[config.mk]
export PLATFORM = sky130hd
export DESIGN_NAME = beta_shared_wr_buffer_flat
export DESIGN_NICKNAME = d
export VERILOG_FILES = /design/src/rtl/beta_shared_wr_buffer_if.sv /design/src/rtl/beta_shared_wr_buffer.sv /design/src/flat_wrapper.sv
export SDC_FILE = /design/constraint.sdc
export NUM_CORES = 1
export LEC_CHECK = 0
export BUFFER_PORTS_ARGS = -buffer_cell sky130_fd_sc_hd__clkbuf_2
export CAP_MARGIN = 20
export CORE_MARGIN = 1.5
export CORE_UTILIZATION = 60
export DETAILED_ROUTE_END_ITERATION = 10
export PLACE_DENSITY = 0.77
export SKIP_CTS_REPAIR_TIMING = 1
export SLEW_MARGIN = 5
export SYNTH_ARGS = -nofsm -noshare
export SYNTH_HDL_FRONTEND = slang
export SYNTH_SLANG_ARGS = --single-unit
[constraint.sdc]
create_clock -name clk -period 3.7 [get_ports clk]
set_input_delay 0.37 -clock clk [delete_from_list [all_inputs] [get_ports clk]]
set_output_delay 0.37 -clock clk [all_outputs]
set_load 0.02 [all_outputs]
[src/rtl/beta_shared_wr_buffer_if.sv]
// Bus bundle for beta_shared_wr_buffer: Beta store/read side plus the projector-side
// stream.
interface beta_shared_wr_buffer_if #(
  parameter int DEPTH = 16,
  parameter int OFF_W = 14
);
  localparam int CW = $clog2(DEPTH) + 1;

  // Beta side
  logic              sel_write_shared;
  logic              beta_mwr;
  logic              beta_moe;
  logic [15:0]       beta_addr;
  logic [31:0]       beta_wdata;
  logic [31:0]       beta_rdata;
  logic              beta_stall;

  // Stream handshake: the head {out_off, out_data} transfers on a rising clock edge
  // only when out_valid & out_ready are both high. While out_valid is high, the head
  // stays stable until that transfer. out_ready may be driven without regard to
  // out_valid.
  logic              out_valid;
  logic              out_ready;
  logic [OFF_W-1:0]  out_off;
  logic [31:0]       out_data;

  // Status
  logic [CW-1:0]     fifo_count;
  logic              overflow;

  modport slave (
    input  sel_write_shared, beta_mwr, beta_moe, beta_addr, beta_wdata, out_ready,
    output beta_rdata, beta_stall, out_valid, out_off, out_data, fifo_count, overflow
  );

  modport master (
    output sel_write_shared, beta_mwr, beta_moe, beta_addr, beta_wdata, out_ready,
    input  beta_rdata, beta_stall, out_valid, out_off, out_data, fifo_count, overflow
  );
endinterface

[src/rtl/beta_shared_wr_buffer.sv]
// Queues Beta stores to the shared write region in a fall-through FIFO and drains them to
// the projector. By default, a store to a full FIFO stalls the Beta. SHWR_DROP_ON_FULL_EN
// makes such a store drop instead and sets a sticky overflow flag.
module beta_shared_wr_buffer #(
  parameter int DEPTH = 16,
  parameter int OFF_W = 14
) (
  input  logic clk,
  input  logic rst_n,
  beta_shared_wr_buffer_if.slave bus
);
  localparam int AW = $clog2(DEPTH);
  localparam int CW = AW + 1;
  localparam int EW = OFF_W + 32;

  logic [EW-1:0] storage [DEPTH];
  logic [AW-1:0] wr_ptr;
  logic [AW-1:0] rd_ptr;
  logic [CW-1:0] count;
  logic          push_req;
  logic          full;
  logic          empty;
  logic          push;
  logic          pop;
  logic          overflow_q;
  logic [8:0]    count_ext;

  assign push_req = bus.sel_write_shared & bus.beta_mwr;
  assign full     = (count == CW'(DEPTH));
  assign empty    = (count == '0);
  assign push     = push_req & ~full;
  assign pop      = ~empty & bus.out_ready;

  // Storage is not reset. The head is read directly, so it falls through.
  always_ff @(posedge clk) begin
    if (push) begin
      storage[wr_ptr] <= {bus.beta_addr[OFF_W+1:2], bus.beta_wdata};
    end
  end

  // Pointer width equals log2(DEPTH), so the increment wraps naturally.
  always_ff @(posedge clk or negedge rst_n) begin
    if (!rst_n) begin
      wr_ptr <= '0;
      rd_ptr <= '0;
      count  <= '0;
    end else begin
      if (push) wr_ptr <= wr_ptr + AW'(1);
      if (pop)  rd_ptr <= rd_ptr + AW'(1);
      case ({push, pop})
        2'b10:   count <= count + CW'(1);
        2'b01:   count <= count - CW'(1);
        default: count <= count;
      endcase
    end
  end

`ifdef SHWR_DROP_ON_FULL_EN
  logic status_rd;
  logic unused_moe;

  assign status_rd  = bus.sel_write_shared & bus.beta_moe & ~bus.beta_mwr;
  assign unused_moe = 1'b0;

  // A drop and a status read on the same edge leave the flag set.
  always_ff @(posedge clk or negedge rst_n) begin
    if (!rst_n) begin
      overflow_q <= 1'b0;
    end else if (push_req & full) begin
      overflow_q <= 1'b1;
    end else if (status_rd) begin
      overflow_q <= 1'b0;
    end
  end

  assign bus.beta_stall = 1'b0;
`else
  logic unused_moe;

  assign unused_moe     = bus.beta_moe;
  assign overflow_q     = 1'b0;
  assign bus.beta_stall = push_req & full;
`endif

  logic unused_addr_bits;
  assign unused_addr_bits = ^bus.beta_addr[1:0];

  assign count_ext      = 9'(count);
  assign bus.out_valid  = ~empty;
  assign bus.out_off    = storage[rd_ptr][EW-1:32];
  assign bus.out_data   = storage[rd_ptr][31:0];
  assign bus.fifo_count = count;
  assign bus.overflow   = overflow_q;
  assign bus.beta_rdata = {16'h0, overflow_q, 6'h0, count_ext};
endmodule

[src/flat_wrapper.sv]
// flat-port wrapper written by rule: the top's interface ports become plain ports
module beta_shared_wr_buffer_flat 
#(
  parameter int DEPTH = 16,
  parameter int OFF_W = 14
)
  (clk, rst_n, bus_sel_write_shared, bus_beta_mwr, bus_beta_moe, bus_beta_addr, bus_beta_wdata, bus_out_ready, bus_beta_rdata, bus_beta_stall, bus_out_valid, bus_out_off, bus_out_data, bus_fifo_count, bus_overflow);
  beta_shared_wr_buffer_if #(.DEPTH(DEPTH), .OFF_W(OFF_W)) bus_i ();
  input  logic clk;
  input  logic rst_n;
  input wire logic [$bits(bus_i.sel_write_shared)-1:0] bus_sel_write_shared;
  input wire logic [$bits(bus_i.beta_mwr)-1:0] bus_beta_mwr;
  input wire logic [$bits(bus_i.beta_moe)-1:0] bus_beta_moe;
  input wire logic [$bits(bus_i.beta_addr)-1:0] bus_beta_addr;
  input wire logic [$bits(bus_i.beta_wdata)-1:0] bus_beta_wdata;
  input wire logic [$bits(bus_i.out_ready)-1:0] bus_out_ready;
  output wire logic [$bits(bus_i.beta_rdata)-1:0] bus_beta_rdata;
  output wire logic [$bits(bus_i.beta_stall)-1:0] bus_beta_stall;
  output wire logic [$bits(bus_i.out_valid)-1:0] bus_out_valid;
  output wire logic [$bits(bus_i.out_off)-1:0] bus_out_off;
  output wire logic [$bits(bus_i.out_data)-1:0] bus_out_data;
  output wire logic [$bits(bus_i.fifo_count)-1:0] bus_fifo_count;
  output wire logic [$bits(bus_i.overflow)-1:0] bus_overflow;
  assign bus_i.sel_write_shared = bus_sel_write_shared;
  assign bus_i.beta_mwr = bus_beta_mwr;
  assign bus_i.beta_moe = bus_beta_moe;
  assign bus_i.beta_addr = bus_beta_addr;
  assign bus_i.beta_wdata = bus_beta_wdata;
  assign bus_i.out_ready = bus_out_ready;
  assign bus_beta_rdata = bus_i.beta_rdata;
  assign bus_beta_stall = bus_i.beta_stall;
  assign bus_out_valid = bus_i.out_valid;
  assign bus_out_off = bus_i.out_off;
  assign bus_out_data = bus_i.out_data;
  assign bus_fifo_count = bus_i.fifo_count;
  assign bus_overflow = bus_i.overflow;
  beta_shared_wr_buffer #(.DEPTH(DEPTH), .OFF_W(OFF_W)) u_core (.clk(clk), .rst_n(rst_n), .bus(bus_i));
endmodule
; After elaboration in Yosys (flattened, before gate mapping)
; Memories as Yosys holds them, arrays and structs flattened.
; Index checks and enable logic that the tools add are counted.
; W data, S select, Z words.
[totals]
reg_bits = 13
mem_bits_rw = 736
in_bits = 54
out_inout_bits = 86
elab_cells = 22
mem_count = 1
[mem_list]
columns = name, depth, width, read_ports, rd_ports_with_merged_regs, wr, line_no
row1 = u_core.storage, 16, 46, 1, 0, 1, beta_shared_wr_buffer.sv:16  ; logic [EW-1:0] storage [DEPTH];
[classes]
add_sub_neg = 4
n_eq_ne = 3
n_mux = 3
n_bitwise = 6
reduce_logical = 2
[ops]
columns = op, count
row1 = $pmux W5 S2, 1
row2 = $add A4 B1 Y4 const B, 2
row3 = $add A5 B1 Y5 const B, 1
row4 = $eq A5 B5 Y1 const B, 1
row5 = $logic_not A5 Y1, 1
row6 = $sub A5 B1 Y5 const B, 1
row7 = $and A1 B1 Y1, 4
row8 = $eq A2 B1 Y1 const B, 1
row9 = $eq A2 B2 Y1 const B, 1
row10 = $mux W1, 2
row11 = $not A1 Y1, 2
row12 = $reduce_bool A2 Y1, 1

; Longest topological paths before layout
; Gate-level depths: netlist of the first run.
[depth]
depth_word = 5
ltp_mapped = 12
ltp_nobuf = 11

; Least setup slack after synthesis of the first run
; No wires, ideal clock.
[synth_timing]
kind = flip-flop to flip-flop
start = register u_core.count[1] (netlist: u_core.bus.fifo_count[1])
end = register u_core.count[4] (netlist: u_core.bus.fifo_count[4])
setup_time_ns = 0.133
t_arrival_ns = 2.900
t_required_ns = 3.567
setup_slack_ns = 0.668
stages_incl_launch_ff = 12
path_buffers = 1
synth_period_minus_slack_ns = 3.032
path_cell_list = dfrtp_1 > nor4_4 > nand2b_1 > and2_1 > buf_2 > ha_1 > ha_1 > nor2b_1 > o21ai_0 > a21oi_1 > or3b_2 > xnor2_1
[synth_between]
elab_chain_cells = 5
word_cells_on_any_way = 12
classes_between = add/sub: 2 / eq/ne: 3 / mux: 1 / bitwise: 4 / reduce/logical: 2
[synth_lines]
columns = item, line_no
row1 = from (decl), beta_shared_wr_buffer.sv:19  ; logic [CW-1:0] count;
row2 = from (signal assigned), beta_shared_wr_buffer.sv:51  ; 2'b10: count <= count + CW'(1);
row3 = from (signal assigned), beta_shared_wr_buffer.sv:52  ; 2'b01: count <= count - CW'(1);
row4 = from (signal assigned), beta_shared_wr_buffer.sv:53  ; default: count <= count;
row5 = $logic_not A5 Y1 (*), beta_shared_wr_buffer.sv:30  ; assign empty = (count == '0);
row6 = $not A1 Y1 (*), n/a
row7 = net bus_out_valid, flat_wrapper.sv:19  ; output wire logic [$bits(bus_i.out_valid)-1:0] bus_out_valid;
row8 = $and A1 B1 Y1 (*), beta_shared_wr_buffer.sv:32  ; assign pop = ~empty & bus.out_ready;
row9 = net u_core.pop, beta_shared_wr_buffer.sv:24  ; logic pop;
row10 = $eq A2 B1 Y1 or $eq A2 B2 Y1 (tied branches), beta_shared_wr_buffer.sv:50  ; case ({push, pop})
row11 = $pmux W5 S2 or $reduce_bool A2 Y1 (tied branches), n/a
; Mark *: on every way through the listed nets, which the timed path passes. The rest lies on a longest branch.
; A chain may end at the register's enable or synchronous reset.

; Final worst setup path of the first run
[layout_timing]
start = register u_core.rd_ptr[0]
end = output port bus_out_off[9]
[layout_between]
elab_chain_cells = 1
[layout_lines]
columns = item, line_no
row1 = from (decl), beta_shared_wr_buffer.sv:18  ; logic [AW-1:0] rd_ptr;
row2 = from (signal assigned), beta_shared_wr_buffer.sv:49  ; if (pop) rd_ptr <= rd_ptr + AW'(1);
row3 = $mem_v2 Z16 W46, n/a
row4 = to (decl), flat_wrapper.sv:20  ; output wire logic [$bits(bus_i.out_off)-1:0] bus_out_off;
; No other way between the ends.

==> results.md, run 1 <==
Run status:
- The flow ran to the end, and the final reports show no timing, DRC or antenna violations.

Worst setup path:
- Data arrives at the worst endpoint at 3.06 ns.
- The worst setup path is captured at a primary output.
- In this run the worst path has a maximum fanout of 35.
- The critical path runs through a total of 7 cells.
- The data required time of the critical path is 3.33 ns.
- Among all stages on the critical path, the largest delay is contributed by sky130_fd_sc_hd__dfrtp_4.
- The critical path class is register to primary output.
- Traced cell by cell, the critical path runs through buf_4, mux2_2, o21ai_0, a21oi_1, o21ai_0, nand2_1, clkbuf_2.
- The stage delay of the slowest cell on the critical path is 0.89 ns.
- The count of buffering cells on the critical path with inverters included is 2.
- The worst-case reg-to-reg path depth is 10.
- The cell repeated most along the worst path is sky130_fd_sc_hd__o21ai_0.
- The cell family contributing the most delay on the critical path is flip-flops.
- The critical path startpoint category is a register.

Timing:
- For the pin with the worst max-slew slack, the measured transition is 0.724 ns.
- The number of failing setup endpoints in the final timing report is 0.
- The hold violation total from the final report is 0.
- The share of the clock period used by the worst path is 0.927.
- The shortest clock period the worst path allows after layout is 3.43 ns.
- Timing would allow up to 292 MHz.
- Setup repair after global routing left no endpoint under its margin.
- The number of pins exceeding their max-slew limit in the final report is 0.
- The post-route setup TNS is 0 ns.
- For the final database, setup skew stands at 0.0142 ns.
- The headroom to the max-slew limit is 0.517.

Yosys:
- The number of distinct library cells after synthesis is 35.
- The synthesized netlist occupies a cell area of 29300 µm².
- The warning count from the yosys run is 0.
- The synthesized design spends more area on one cell type than any other, namely sky130_fd_sc_hd__edfxtp_1.
- Synthesis produced 1490 cells.
- Sorting the synthesized cells by area gives the leading types as sky130_fd_sc_hd__edfxtp_1 75%, sky130_fd_sc_hd__mux4_2 7.1%, sky130_fd_sc_hd__mux2i_1 4.8%.
- A synthesized cell averages 19.7 µm².
- The share of the yosys chip area belonging to registers is 0.766.
- The number of storage elements in the synthesis netlist is 749.
- The share of the synthesized area in the top cell type is 0.755.

Global routing:
- The global-route usage over all layers is 0.248.
- The number of antenna violations at the first check in global routing is 4.
- The first global-routing pass estimated 91200 µm of wire.
- Global routing finished with a remaining overflow of 0.
- The via count of the first global-routing pass was 15000.
- Entering global routing, the biggest net connects 47 pins.

Clocking:
- The clock latency reported for the late side of the worst-skew pair is 0.60 ns.
- The number of sinks handled by clock tree synthesis is 749.
- The buffer levels on the longest clock path is 3.
- The total clock buffers created by CTS is 73.
- CTS placed an instance of sky130_fd_sc_hd__clkbuf_16 at the clock tree root.
- TritonCTS built the clock tree.
- The clock transition at the registers of the reported paths is 0.06 ns.
- The depth of the CTS H-tree is 3.

Route:
- The final wirelength is 61100 µm.
- The final routed wire length divided by cell count is 26.5 µm.
- The via count is 14600.
- The DRC violation total after the first TritonRoute iteration is 1271.
- The detail route stage leaves a number of antenna-violating nets equal to 0.
- The number of design rule violations left after detail routing is 0.
- The first-pass detailed-route iteration total is 6.
- Using the TritonRoute via totals, the vias-per-cell ratio works out to 6.33.

Final layout:
- Leaving out filler cells and counting taps, the final layout contains 2310.
- Summing all multi-input logic gate instances after layout gives 6250 µm².
- In the final layout, flip-flops and latches occupy 22400 µm².
- The layout overhead on the synthesized area is 12.2%.
- Of the cells placed in the final design, the portion with a size suffix greater than 1 is 0.243.
- The final layout contains 1704 nets.
- The count of fill cells added during filler insertion is 2973.

Floorplan:
- In this run the vertical extent of the chip is 224 µm.
- The floorplan step defined a die boundary enclosing 50200 µm².
- The I/O pin count is 140.
- The total core area is 47900 µm².
- The initial utilization of the core area, before any placement, comes to 0.611.
- The horizontal die dimension is 224 µm.
- The floorplan has 80 rows.

Worst hold path:
- The hold path depth is 1.
- The type of the most critical hold path is input pin to register.

Power:
- VDD sags by at most 0.496 mV.
- The fraction of power consumed by the clock network is 0.276.
- Of the total power, combinational logic draws 0.311.
- The share of total power dissipated in sequential elements is 0.413.
- The internal portion of total power is 16.8 mW.
- For this design the static power due to leakage is 11.1 nW.
- The fraction of power spent switching nets is 0.324.
- The total power is 24.8 mW.
- The areal power density over the cells is 754 nW/µm².
- The net switching component of the power is 8.02 mW.

Placed design:
- The count of input and output buffers is 108.
- The global placement routability congestion is 0.756.
- The HPWL after detailed placement is 32400 µm.
- Counting tap cells, the placed design contains a total of 2179 instances.

Flow run:
- Across the run, the number of max-cap violations was 0.
placed cells by master, fill, tap and decap left out, types with 2 or more instances in the layout:
cell type,n
sky130_fd_sc_hd__edfxtp_1,736
sky130_fd_sc_hd__mux2i_1,139
sky130_fd_sc_hd__clkbuf_2,108
sky130_fd_sc_hd__o21ai_0,96
sky130_fd_sc_hd__mux4_2,92
sky130_fd_sc_hd__clkbuf_16,76
sky130_fd_sc_hd__nand2_1,54
sky130_fd_sc_hd__a21oi_1,48
sky130_fd_sc_hd__a221oi_1,46
sky130_fd_sc_hd__mux2_2,46
sky130_fd_sc_hd__a22oi_1,46
sky130_fd_sc_hd__buf_4,29
sky130_fd_sc_hd__conb_1,28
sky130_fd_sc_hd__buf_12,21
sky130_fd_sc_hd__clkbuf_1,20
sky130_fd_sc_hd__clkinv_1,20
sky130_fd_sc_hd__and2_2,16
sky130_fd_sc_hd__ha_1,9
sky130_fd_sc_hd__dfrtp_1,9
sky130_fd_sc_hd__inv_1,7
sky130_fd_sc_hd__xnor2_1,7
sky130_fd_sc_hd__clkinv_2,6
sky130_fd_sc_hd__xor2_1,3
sky130_fd_sc_hd__dfrtp_4,3
sky130_fd_sc_hd__nor2_1,2
sky130_fd_sc_hd__nand3_1,2
sky130_fd_sc_hd__inv_6,2
sky130_fd_sc_hd__clkbuf_8,2
worst reg2reg max path: cells and delay by family (launching register included):
family	cells	cell delay, ns
xor gates and xnor gates	1	0.14
and+or+nand+nor	5	1.32
AOI/OAI and AO/OA	2	0.32
adders and majority gates	2	0.61
DFF	1	0.45
state kept, by name (all words and copies together), names as in the netlist:
signal / cells
u_core.rd_ptr: 4
u_core.storage: 736
u_core.bus.fifo_count: 5
u_core.wr_ptr: 4
through the flow:
stage	hold WS (ns)	worst slack, ns	utilization	instance area, µm²
2_1_floorplan	0.0744	0.668	-	29400
3_3_place_gp	0.284	0.769	0.640	30700
3_5_place_dp	0.290	0.765	0.640	30700
4_1_cts	-0.336	0.225	0.685	32800
5_1_grt	0.170	0.0893	0.685	32900
6_report	0.172	0.271	0.685	32900
synthesized netlist by cell type, drive strengths merged:
cell type  count
a21o           1
a21oi         49
a221oi        46
a22oi         46
and2          18
and3           1
buf           78
clkbuf        33
conb           1
dfrtp         13
edfxtp       736
fa             1
ha             9
inv            7
mux2          47
mux2i        139
mux4          92
nand2         54
nand2b         2
nand3          2
nand4          1
nor2           2
nor2b          2
nor3           1
nor3b          1
nor4           1
o21ai         96
or3b           1
xnor2          7
xor2           3
final cells by class:
| cell class | count | share of cell area |
|---|---|---|
| repair buffers | 159 | 0.0362 |
| flip-flops and latches | 749 | 0.683 |
| inverters | 7 | 0.000800 |
| well taps | 615 | 0.0234 |
| clock inverters | 31 | 0.00541 |
| multi-input cells | 650 | 0.190 |
| clock buffers | 98 | 0.0610 |
| diodes | 1 | 0.0000762 |
path summary, 6_finish.rpt:
kind,from,endpoint,slack (ns)
setup / recovery,u_core.rd_ptr[0]$_DFFE_PN0P_,bus_out_off[9],0.27
hold reg to reg,u_core.wr_ptr[3]$_DFFE_PN0P_,u_core.wr_ptr[3]$_DFFE_PN0P_,0.54
min in group asynchronous,rst_n,u_core.bus.fifo_count[1]$_DFFE_PN0P_,0.22
max in group asynchronous,rst_n,u_core.rd_ptr[0]$_DFFE_PN0P_,3.20
setup reg to reg,u_core.bus.fifo_count[1]$_DFFE_PN0P_,u_core.bus.fifo_count[4]$_DFFE_PN0P_,0.74
hold / removal,bus_beta_wdata[8],u_core.storage[8][8]$_DFFE_PP_,0.17
power by group through the flow:
stage	logic (mW)	registers [mW]	clock network, mW
after floorplan	5.64	10.2	0
after global placement	7.56	10.4	0
after detailed placement	7.70	10.4	0
after CTS	7.77	10.2	6.93
after global routing	8.26	10.3	7.22
final	7.70	10.2	6.83
per-layer routing:
metal | GRT usage | vias up | share of wire
met3 | 0.0437 | 124 | 0.068
met1 | 0.337 | 7554 | 0.40
met4 | 0.0754 | 4 | 0.023
li1 | - | 6315 | -
met5 | 0 | - | 0.00051
met2 | 0.417 | 628 | 0.51
cell families after synthesis:
logic type	after synthesis	share of synthesized area
buf+inv	118	0.0256
compound gates	238	0.0507
flops	749	0.766
fa+ha+maj	10	0.00453
xor+xnor	10	0.00299
mux	278	0.136
simple gates	86	0.0141
other cells	1	0.000128
No activity file was read; power rests on OpenSTA's default activity.
==> run 2, diff against run 1 <==
--- a/config.mk
+++ b/config.mk
@@ -11,6 +11,7 @@
 export CORE_UTILIZATION = 60
 export DETAILED_ROUTE_END_ITERATION = 10
 export PLACE_DENSITY = 0.77
+export RECOVER_POWER = 100
 export SKIP_CTS_REPAIR_TIMING = 1
 export SLEW_MARGIN = 5
 export SYNTH_ARGS = -nofsm -noshare
==> results.md, run 2 (synthesis gave the netlist of run 1 again) <==
Final layout:
- In the layout the commonest cells are 736 x sky130_fd_sc_hd__edfxtp_1, 139 x sky130_fd_sc_hd__mux2i_1, 115 x sky130_fd_sc_hd__clkbuf_1.
- Counting flops per register, the top entry is u_core.storage.
- From synthesis to final layout, the design area changed by 11.2%.
- The count of fill cells added during filler insertion is 3045.
- Registers take 22400 µm².
- In the final layout, the multi-input gates occupy 6220 µm².
- The register with the most flip-flops in the layout has 736 of them.
- The final layout net count is 1704.
- The fraction of final layout cells with drive strength greater than 1 is 0.179.
- The most common cell after layout, fill and taps aside is sky130_fd_sc_hd__edfxtp_1.
- Once layout is complete, the utilization of the core stands at 0.679.

Worst hold path:
- The type of the most critical hold path is input pin to register.

Worst setup path:
- The critical path startpoint category is a register.
- The worst setup path is captured at a primary output.
- The critical path in this run is classified as register to primary output.
- The data arrival at the endpoint of the critical path is 3.17 ns.
- The largest fanout on the critical path is 27.
- Data on the critical path is required at its endpoint by 3.33 ns.

Clocking:
- At the later pin of the worst-skew pair, clock insertion delay measures 0.60 ns.
- TritonCTS built the clock tree.
- The number of clock buffers added by TritonCTS is 73.
- The number of sinks handled by clock tree synthesis is 749.
- Clock-pin slew was measured on the worst setup and hold paths at 0.06 ns.
- The H-tree was split into 3 levels.
- The clock tree root driver cell is sky130_fd_sc_hd__clkbuf_16.
- Counting along the longest clock path gives a buffer depth of 3.

Placed design:
- The count of buffers added on input and output ports is 108.
- At the end of routability-driven placement, the weighted congestion stood at 0.756.
- The HPWL after detailed placement is 32400 µm.

Power:
- The share of total power dissipated in the clock network is 0.278.
- Of the total power, registers draw 0.416.
- For this design the ratio of total power to cell area is 756 nW/µm².
- The part of the total power dissipated in combinational logic is 0.307.
- Summed over all cells, the static leakage comes to 10.8 nW.
- The analysis attributes to net switching a power of 8.01 mW.
- The fraction of power spent switching nets is 0.325.
- The total power is 24.6 mW.
- The worst vdd rail ir drop is 0.496 mV.
- The internal portion of total power is 16.6 mW.

Timing:
- The headroom to the max-slew limit is -0.146.
- The worst-margin pin slew is 1.72 ns.
- In the finished design, the share of the clock period the worst path needs comes to 0.956.
- Summed over all failing endpoints, the final setup total negative slack is 0 ns.
- Based on the critical path, the design can be clocked at up to 283 MHz.
- The number of pins exceeding their max-slew limit in the final report is 48.
- Across the routed clock network, the largest skew measured is 0.0137 ns.
- Final hold analysis gives a worst-case slack of 0.240 ns.
- The hold violation total from the final report was 0.
- The clock period could shrink to 3.54 ns.
- Setup repair after global routing left no endpoint under its margin.
- Setup violations remaining at the end of the flow were counted as 0.

Route:
- The number of design rule violations left after detail routing is 0.
- The via-per-instance ratio is 6.35.
- The final wirelength is 61300 µm.
- In the final routed layout, each cell accounts on average for 26.5 µm.
- The first detailed-routing pass ran for 5 iterations.
- The DRC violation total after the first TritonRoute iteration is 1260.
- Once detail routing completed, the nets flagged for antenna violations numbered 0.
- Detailed routing inserted a total of 14700 vias.

Run status:
- The checks that failed: capacitance limit, slew limit.
- The flow ran to the end, but the final reports show violations.

Floorplan:
- Pin placement for this block handled 140 I/O pins.
- The area enclosed by the die boundary is 50200 µm².
- The initial cell density of the core is 0.611.
- The initialized floorplan defines 80 standard-cell rows.
- The die is 224 µm tall.
- The horizontal die dimension is 224 µm.
- The total core area is 47900 µm².

Global routing:
- The global-route usage over all layers is 0.248.
- The number of antenna violations at the first check in global routing is 4.
- The total overflow left after global routing is 0.
- The via count of the first global-routing pass is 15000.
- The first global-routing pass estimated 91200 µm of wire.
- Entering global routing, the biggest net connects 47 pins.

Flow run:
- The max-cap violation count is 3.
## run 2: through the flow
stage | area (µm²) | worst slack (ns) | cells
floorplan | 29400 | 0.668 | 1517
global placement | 30700 | 0.769 | 2179
detailed placement | 30700 | 0.765 | 2179
CTS | 32800 | 0.225 | 2308
global route | 32600 | 0.0456 | 2310
finish | 32600 | 0.164 | 2310
## run 2: worst max-delay path, stage by stage (launching register included)
cell and delay [ns]:
sky130_fd_sc_hd__dfrtp_4 0.66, sky130_fd_sc_hd__nor2b_4 0.56, sky130_fd_sc_hd__clkbuf_2 0.56, sky130_fd_sc_hd__a221oi_1 0.28, sky130_fd_sc_hd__o21ai_0 0.24, sky130_fd_sc_hd__nand2_1 0.09, sky130_fd_sc_hd__clkbuf_1 0.18
## run 2: area by class of cell
cell class | instances | area share
inverter | 7 | 0.000807
clock buffer | 98 | 0.0615
timing repair buffer | 159 | 0.0288
multi-input combinational | 650 | 0.191
tap | 615 | 0.0236
sequential | 749 | 0.689
clock inverter | 31 | 0.00545
antenna | 1 | 0.0000768
## run 2: path summary, 6_finish.rpt
| path | from | end | slack [ns] | cells after the start |
|---|---|---|---|---|
| min reg2reg | u_core.wr_ptr[3]$_DFFE_PN0P_ | u_core.wr_ptr[3]$_DFFE_PN0P_ | 0.54 | 1 |
| max | u_core.rd_ptr[1]$_DFFE_PN0P_ | bus_out_data[12] | 0.16 | 6 |
| max reg2reg | u_core.bus.fifo_count[0]$_DFFE_PN0P_ | u_core.storage[14][21]$_DFFE_PP_ | 0.31 | 5 |
| min | bus_beta_mwr | u_core.wr_ptr[0]$_DFFE_PN0P_ | 0.24 | 4 |
| min in group asynchronous | rst_n | u_core.bus.fifo_count[4]$_DFFE_PN0P_ | 0.37 | 2 |
| max in group asynchronous | rst_n | u_core.rd_ptr[1]$_DFFE_PN0P_ | 2.78 | 2 |
## run 2: power by group through the flow
stage	Sequential [mW]	Clock, mW	Combinational (mW)
finish	10.2	6.83	7.54
global route	10.3	7.22	8.10
CTS	10.2	6.93	7.77
detailed placement	10.4	0	7.70
global placement	10.4	0	7.56
floorplan	10.2	0	5.64
## run 2: metal layers
layer	GRT usage	part of all wire	vias up
met4	0.0754	0.024	4
met5	0	0.00031	-
met1	0.337	0.40	7582
met3	0.0437	0.074	127
met2	0.417	0.51	646
li1	-	-	6312
==> run 3, diff against run 2 <==
--- a/config.mk
+++ b/config.mk
@@ -12,6 +12,7 @@
 export DETAILED_ROUTE_END_ITERATION = 10
 export PLACE_DENSITY = 0.77
 export RECOVER_POWER = 100
+export SETUP_SLACK_MARGIN = 0.5
 export SKIP_CTS_REPAIR_TIMING = 1
 export SLEW_MARGIN = 5
 export SYNTH_ARGS = -nofsm -noshare
==> results.md, run 3 (synthesis gave the netlist of run 1 again) <==
Global routing:
- The number of antenna violations at the first check in global routing is 4.
- The first-pass GRT wire length is 91200 µm.
- For this run the aggregate overflow at the end of global routing stands at 0.
- The global-route usage over all layers is 0.248.
- The via count of the first global-routing pass came to 15000.
- The maximum number of pins on one net before global-route repair is 47.

Clocking:
- Buffers inserted during clock tree synthesis total 73.
- After clock tree synthesis, the clock-pin slew on the worst setup and hold paths is 0.06 ns.
- Clock latency on the worst-skew pair, taken at its later pin, is 0.60 ns.
- The clock drives 749 sinks.
- The buffer levels on the longest clock path is 3.
- In this run the number of H-tree levels came out at 3.
- The clock tree root driver cell is sky130_fd_sc_hd__clkbuf_16.
- TritonCTS built the clock tree.

Final layout:
- The total area of sequential cells is 22400 µm².
- The cell area after layout is 32800 µm².
- Measured on the finished design, the core utilization comes to 0.683.
- The final layout net count is 1716.
- The area used by multi-input combinational logic is 6250 µm².
- The largest register by flop count is u_core.storage.
- The number of flip-flops in the largest register is 736.
- Leaving out fill and tap cells, the most frequent cells in the layout are 736 x sky130_fd_sc_hd__edfxtp_1, 139 x sky130_fd_sc_hd__mux2i_1, 111 x sky130_fd_sc_hd__clkbuf_1.
- The most common cell after layout, fill and taps aside is sky130_fd_sc_hd__edfxtp_1.
- The layout overhead on the synthesized area is 11.8%.
- The count of fill cells added during filler insertion is 3019.
- The fraction of final layout cells with drive strength greater than 1 is 0.191.

Route:
- In the final routing, the length of wire on met1 measures 25000 µm.
- The met3 layer wire length in the routed design is 4020 µm.
- The via-per-instance ratio is 6.35.
- For this block, the routed nets add up to 62000 µm of wire.
- For this run, design rule violations remaining after detail routing come to 0.
- The via count is 14700.
- The first-pass detailed-route iteration total is 5.
- The final routed wire length divided by cell count is 26.7 µm.
- The length of routed met2 wiring is 31600 µm.
- After the first detailed-routing iteration, the DRC count stood at 1345.
- The highest signal layer in the routed design is met5.
- In this run the remaining antenna-violating nets after routing total 0.

Flow run:
- The max-cap violation count is 5.

Timing:
- The hold violation total from the final report was 0.
- The worst-margin pin slew is 1.82 ns.
- For the final routed database, the setup TNS stands at 0 ns.
- Setup repair after global routing could not meet its margin everywhere.
- In the finished design, the share of the clock period the worst path needs comes to 0.906.
- The clock tree skew after final layout is 0.0143 ns.
- Setup violations remaining at the end of the flow were counted as 0.
- Measured against its own limit, the worst slew margin works out to -0.214.
- The worst hold slack across all endpoints is 0.190 ns.
- The number of pins exceeding their max-slew limit in the final report was 83.
- The routed design could run at a clock period as short as 3.35 ns.
- The highest attainable clock frequency is 298 MHz.

Power:
- IR analysis of the VDD net gives a maximum drop of 0.496 mV.
- Power spread over the standard cell area amounts to 760 nW/µm².
- The leakage power of the design is 10.9 nW.
- Summing internal, switching and leakage power gives 24.9 mW.

Worst setup path:
- Counting cells, the worst reg-to-reg path comes to 5.
- Of all nets on the critical path, the largest fanout is 18.
- The first element of the critical path is u_core.rd_ptr[1]$_DFFE_PN0P_.
- The data required time of the critical path is 3.33 ns.
- The startpoint identified for the worst register-to-register timing path is u_core.bus.fifo_count[0]$_DFFE_PN0P_.
- The critical path startpoint category is a register.
- The critical path class is register to primary output.
- The kind of end point of the critical path is a primary output.
- The data arrival at the endpoint of the critical path is 2.98 ns.
- Across all register-to-register paths, the minimum setup slack is 0.44 ns.
- The critical register-to-register path endpoint is u_core.storage[13][25]$_DFFE_PP_.

Worst hold path:
- The path with the worst hold slack has its endpoint at u_core.wr_ptr[0]$_DFFE_PN0P_.
- The worst hold path was traced through 4 stages.
- The launch point of the worst hold path is bus_beta_mwr.
- The min-delay analysis places its worst path in the category input pin to register.

Floorplan:
- The area enclosed by the die boundary is 50200 µm².
- The core region is 47900 µm².
- The I/O pin count is 140.
- The initial utilization of the core area, before any placement, comes to 0.611.
- The standard-cell row count is 80.
- In this run the vertical extent of the chip is 224 µm.
- From left edge to right edge, the die measures 224 µm.

Run status:
- The flow ran to the end, but the final reports show violations.
- The final reports fail on capacitance limit, slew limit.

Placed design:
- The post-place instance area is 30700 µm².
- The global placement routability congestion is 0.756.
- The count of input and output buffers is 108.
- Detailed placement ended at an HPWL of 32400 µm.
==> run 3: changes by cell type in the layout (fill, tap and decap cells not counted), sizes merged <==
cell	before	now
buf	31	45
clkbuf	225	222
and2	18	19
diode	1	2
==> run 3: metrics by stage <==
stage                     setup WS [ns]  std cells
after floorplan                   0.668       1517
after global placement            0.769       2179
after detailed placement          0.765       2179
after CTS                         0.225       2308
after global routing              0.252       2323
final                             0.347       2323
==> run 3: layout make-up <==
cell class / instances / share of cell area
clock buffer: 98 / 0.0612
multi-input combinational: 651 / 0.191
antenna: 2 / 0.000153
tap: 615 / 0.0235
sequential: 749 / 0.685
timing repair buffer: 170 / 0.0331
clock inverter: 31 / 0.00542
inverter: 7 / 0.000802
==> run 3: power by group <==
group          leakage, nW  total [mW]  switching [mW]  internal [mW]
Sequential            6.78        10.1           0.289           9.83
Clock                 1.06        6.84            2.97           3.87
Combinational         3.02        7.93            4.86           3.07
==> run 3: per-layer routing <==
layer | track usage | up-vias
li1 | - | 6346
met1 | 0.337 | 7675
met2 | 0.417 | 600
met3 | 0.0437 | 123
met4 | 0.0754 | 4
met5 | 0 | -
==> run 3: worst max-delay path: stages, from the launching register on <==
cell	delay (ns)
sky130_fd_sc_hd__dfrtp_4	0.62
sky130_fd_sc_hd__and2_2	0.44
sky130_fd_sc_hd__buf_4	0.31
sky130_fd_sc_hd__a221oi_1	0.44
sky130_fd_sc_hd__a22oi_1	0.16
sky130_fd_sc_hd__nand2_1	0.15
sky130_fd_sc_hd__clkbuf_1	0.25
==> run 3: worst max-delay path by stage <==
stage	endpoint	slack, ns
floorplan	u_core.bus.fifo_count[4]$_DFFE_PN0P_	0.67
global placement	u_core.bus.fifo_count[4]$_DFFE_PN0P_	0.77
detailed placement	u_core.bus.fifo_count[4]$_DFFE_PN0P_	0.77
CTS	bus_out_off[9]	0.23
global route	u_core.storage[13][29]$_DFFE_PP_	0.25
finish	bus_out_data[6]	0.35
